`config.mk`:
```
export PLATFORM = sky130hd
export DESIGN_NAME = priority_encoder_8to3
export DESIGN_NICKNAME = d
export VERILOG_FILES = /design/src/rtl/priority_encoder_8to3.sv
export SDC_FILE = /design/constraint.sdc
export NUM_CORES = 1
export LEC_CHECK = 0
export CORE_AREA = 2 2 49 51
export DETAILED_ROUTE_END_ITERATION = 6
export DIE_AREA = 0 0 51 53
export GPL_TIMING_DRIVEN = 1
export HOLD_SLACK_MARGIN = 0.06
export PLACE_DENSITY = 0.73
export SLEW_MARGIN = 20
export SYNTH_ARGS = -nofsm -noshare
export SYNTH_HDL_FRONTEND = slang
export SYNTH_SLANG_ARGS = --single-unit
```
`constraint.sdc`:
```
create_clock -name clk -period 3.4 [get_ports clk]
set_input_delay 0.68 -clock clk [delete_from_list [all_inputs] [get_ports clk]]
set_output_delay 0.68 -clock clk [all_outputs]
set_load 0.05 [all_outputs]
```
`src/rtl/priority_encoder_8to3.sv`:
```
// Priority encoder over a registered pending set: issues one 3-bit index per cycle
// with valid/ready handshake. Define PRIO_ROTATE_EN for round-robin instead of fixed priority.
module priority_encoder_8to3 (
  input  logic       clk,
  input  logic       rst_n,
  input  logic       en,
  input  logic       load,
  input  logic [7:0] req_in,
  input  logic       out_ready,
  output logic       out_valid,
  output logic [2:0] out_idx,
  output logic [7:0] pend,
  output logic [3:0] pend_cnt,
  output logic       busy
);

  typedef enum logic {IDLE, PRESENT} state_t;

  state_t     state, state_nxt;
  logic [7:0] pend_nxt;
  logic [7:0] grant_mask;
  logic [2:0] gidx;
  logic [2:0] idx_nxt;
  logic       found;
  logic       issue;

`ifdef PRIO_ROTATE_EN
  logic [2:0] ptr, ptr_nxt;

  // Search starts at ptr and wraps 7->0.
  always_comb begin
    found = 1'b0;
    gidx  = 3'd0;
    for (int i = 0; i < 8; i++) begin
      if (!found && pend[ptr + 3'(i)]) begin
        found = 1'b1;
        gidx  = ptr + 3'(i);
      end
    end
  end

  always_comb begin
    ptr_nxt = ptr;
    if (issue) ptr_nxt = gidx + 3'd1;
  end

  always_ff @(posedge clk or negedge rst_n) begin
    if (!rst_n) ptr <= 3'd0;
    else        ptr <= ptr_nxt;
  end
`else
  always_comb begin
    found = 1'b0;
    gidx  = 3'd0;
    for (int i = 0; i < 8; i++) begin
      if (!found && pend[i]) begin
        found = 1'b1;
        gidx  = 3'(i);
      end
    end
  end
`endif

  always_comb begin
    state_nxt = state;
    issue     = 1'b0;
    case (state)
      IDLE: begin
        if (en && found) begin
          issue     = 1'b1;
          state_nxt = PRESENT;
        end
      end
      PRESENT: begin
        // Held output completes its transfer even with en low.
        if (out_ready) begin
          if (en && found) issue = 1'b1;
          else             state_nxt = IDLE;
        end
      end
      default: state_nxt = IDLE;
    endcase

    grant_mask = issue ? (8'b1 << gidx) : 8'h00;
    // A new request on the bit granted this edge stays pending.
    pend_nxt   = (pend & ~grant_mask) | ((en && load) ? req_in : 8'h00);
    idx_nxt    = issue ? gidx : out_idx;
  end

  always_ff @(posedge clk or negedge rst_n) begin
    if (!rst_n) begin
      state   <= IDLE;
      pend    <= 8'h00;
      out_idx <= 3'd0;
    end else begin
      state   <= state_nxt;
      pend    <= pend_nxt;
      out_idx <= idx_nxt;
    end
  end

  always_comb begin
    pend_cnt = 4'd0;
    for (int i = 0; i < 8; i++) pend_cnt = pend_cnt + 4'(pend[i]);
  end

  assign out_valid = (state == PRESENT);
  assign busy      = out_valid | (pend != 8'h00);

endmodule

```
==> impl_metrics.env <==
export IMPL_fill_cells=173
export IMPL_grt_ovfl_total=0
export IMPL_fmax_mhz=255
export IMPL_fp_dieW_um=51
export IMPL_antenna_found_initial=0
export IMPL_grt_pass1_vias=766
export IMPL_clk_latency_ns=0.28
export IMPL_tightest_slew_ns=0.550
export IMPL_endpoint_kind="output port"
export IMPL_ys_ff_latch=12
export IMPL_cpPeakStageDelay_ns=0.54
export IMPL_h_tree_depth=1
export IMPL_final_common_cell="clkdlybuf4s50_1"
export IMPL_drv_slew=0
export IMPL_root_buffer="clkbuf_4"
export IMPL_start_util_pct=38.1
export IMPL_cp_start_kind="flip-flop"
export IMPL_syn_nets=104
export IMPL_dieArea_sq_um=2700
export IMPL_final_cell_mix="25 x clkdlybuf4s50_1, 10 x inv_1, 9 x dfrtp_1, 7 x nand2_1, 6 x buf_4"
export IMPL_synth_area_sq_um=820
export IMPL_cts_buffer_depth=2
export IMPL_synthCells=82
export IMPL_fin_ws_ns=-0.517
export IMPL_status="finished with violations"
export IMPL_clk_pin_slew_ns=0.08
export IMPL_core_area_sq_um=2150
export IMPL_cp_required_ns=2.72
export IMPL_hold_violations=0
export IMPL_wl_mm=2.05
export IMPL_cts_sinks=12
export IMPL_track_usage_pct=17.1
export IMPL_drt_iter0_markers=10
export IMPL_num_vias=750
export IMPL_dpl_instance_area_sq_um=1240
export IMPL_fin_crit_ns=3.92
export IMPL_hold_slack_ns=0.532
export IMPL_relSlewSlack_pct=63.2
export IMPL_maxCapViolations=0
export IMPL_multi_input_area_sq_um=498
export IMPL_cp_common_cell="fa_1"
export IMPL_synth_distinct_cells=29
export IMPL_syn_avg_cell_area_sq_um=9.99
export IMPL_clock_skew_final_ns=0.00200
export IMPL_die_h_um=53
export IMPL_grt_max_degree=13
export IMPL_cts_buffers=3
export IMPL_ant_nets=0
export IMPL_rows=17
export IMPL_dpl_hpwl_mm=1.55
export IMPL_drive_gt1_share_pct=25.0
export IMPL_first_pass_iters=4
export IMPL_avgViaCountPerCell=5.07
export IMPL_hp_class="flip-flop to flip-flop"
export IMPL_violations="setup timing"
export IMPL_worstSetupPathType="flip-flop to output port"
export IMPL_drc=0
export IMPL_ys_seq_area_share_pct=36.6
export IMPL_crit_chain="fa_1, inv_1, fa_1, fa_1, inv_2, ha_4, inv_2, fa_2, clkinvlp_4, buf_12"
export IMPL_cts_hold_buf=0
export IMPL_grt_pass1_wl_mm=3.31
export IMPL_area_growth_pct=60.2
export IMPL_nets=143
export IMPL_rsz0062_at_grt="yes"
export IMPL_cp_slowest_cell="fa_2"
export IMPL_gp_congestion=0.802
export IMPL_fin_area_sq_um=1310
export IMPL_setup_violations_final=3
export IMPL_cts_tree="yes"
export IMPL_finalCritPeriodShare_pct=115
export IMPL_arrival_ns=3.24
export IMPL_yosys_warnings=0
export IMPL_regArea_sq_um=304
export IMPL_portBuffers=29
export IMPL_diodes=0
export IMPL_wire_per_inst_um=13.9
export IMPL_num_io_pins=30
export IMPL_cp_max_fo=2
final timing paths:
kind | endpoint | start | slack [ns] | cells after the start
max reg2reg | out_valid$_DFF_PN0_ | pend[0]$_DFF_PN0_ | 1.48 | 8
max | pend_cnt[1] | pend[0]$_DFF_PN0_ | -0.52 | 10
min reg2reg | out_idx[1]$_DFFE_PN0P_ | out_idx[1]$_DFFE_PN0P_ | 0.53 | 1
min | out_idx[1]$_DFFE_PN0P_ | out_idx[1]$_DFFE_PN0P_ | 0.53 | 1
max in group asynchronous | pend[3]$_DFF_PN0_ | rst_n | 2.26 | 1
min in group asynchronous | pend[7]$_DFF_PN0_ | rst_n | 0.75 | 1
repair_timing:
action                                  4_1_cts  5_1_grt
endpoints found under the setup margin        4        4
pin swaps                                     2        1
resized for setup                             5        1
setup buffers                                 1        1
flip-flops by register name (all words and copies together), names as in the netlist:
register,flops
pend,8
out_idx,3
out_valid,1
cells in the mapped netlist:
library cell	instances	area (sq um)
inv_1	13	48.8
dfrtp_1	12	300
nand2_1	7	26.3
a22o_1	5	43.8
ha_1	5	62.6
fa_1	4	80.1
a21oi_1	3	15.0
nand3b_1	3	22.5
nor3_1	3	15.0
o21ai_0	3	15.0
a2bb2oi_1	2	17.5
and2_1	2	12.5
nand3_1	2	10.0
nor2b_1	2	12.5
o31ai_1	2	15.0
a21oi_2	1	8.76
buf_4	1	7.51
clkbuf_2	1	5.00
mux2_4	1	15.0
nand2b_1	1	6.26
nor2_1	1	3.75
nor3_4	1	16.3
nor3b_1	1	7.51
o2111ai_1	1	8.76
o211ai_1	1	7.51
o21a_1	1	7.51
o31a_1	1	8.76
or3b_4	1	11.3
xnor2_1	1	8.76
stage by stage:
step	instances	worst slack [ns]	util, %	setup TNS (ns)
2_1_floorplan	82	-0.297	-	-0.577
3_3_place_gp	142	-0.184	57.8	-0.305
3_5_place_dp	142	-0.219	57.8	-0.379
4_1_cts	147	-0.503	60.6	-1.10
5_1_grt	148	-0.611	61.1	-1.56
6_report	148	-0.517	61.1	-1.24
layer usage:
layer | vias to the layer above | track usage, % | share of wire (%) | wire, um
met5 | - | 0 | 0 | 0
met4 | 0 | 12.2 | 4.0 | 82
met3 | 9 | 3.39 | 6.0 | 122
met2 | 31 | 27.3 | 48 | 979
met1 | 353 | 20.5 | 42 | 865
li1 | 357 | - | - | -
critical path, delay by kind of cell, from the launching register on:
| family | cells | cell delay (ns) |
|---|---|---|
| flops | 1 | 0.42 |
| fa+ha+maj | 5 | 2.12 |
| buf+inv | 5 | 0.43 |
cells by family after synthesis:
logic type	after synthesis	synth area share (%)
AND/OR/NAND/NOR	24	17.6
buffers and inverters	15	7.48
XOR/XNOR	1	1.07
AO/OA/AOI/OAI	20	18.0
multiplexers	1	1.83
adder cells (fa/ha/maj)	9	17.4
flip-flops	12	36.6
area by class of cell:
type	count	area share [%]
inverter	13	4.00
sequential	12	23.2
multi-input combinational	55	37.9
clock buffer	4	2.76
timing repair buffer	36	29.5
tap	28	2.67
Power is left out: the tool's default activity adds up to more than one toggle a clock period on the data nets, which glitch-free logic cannot reach.
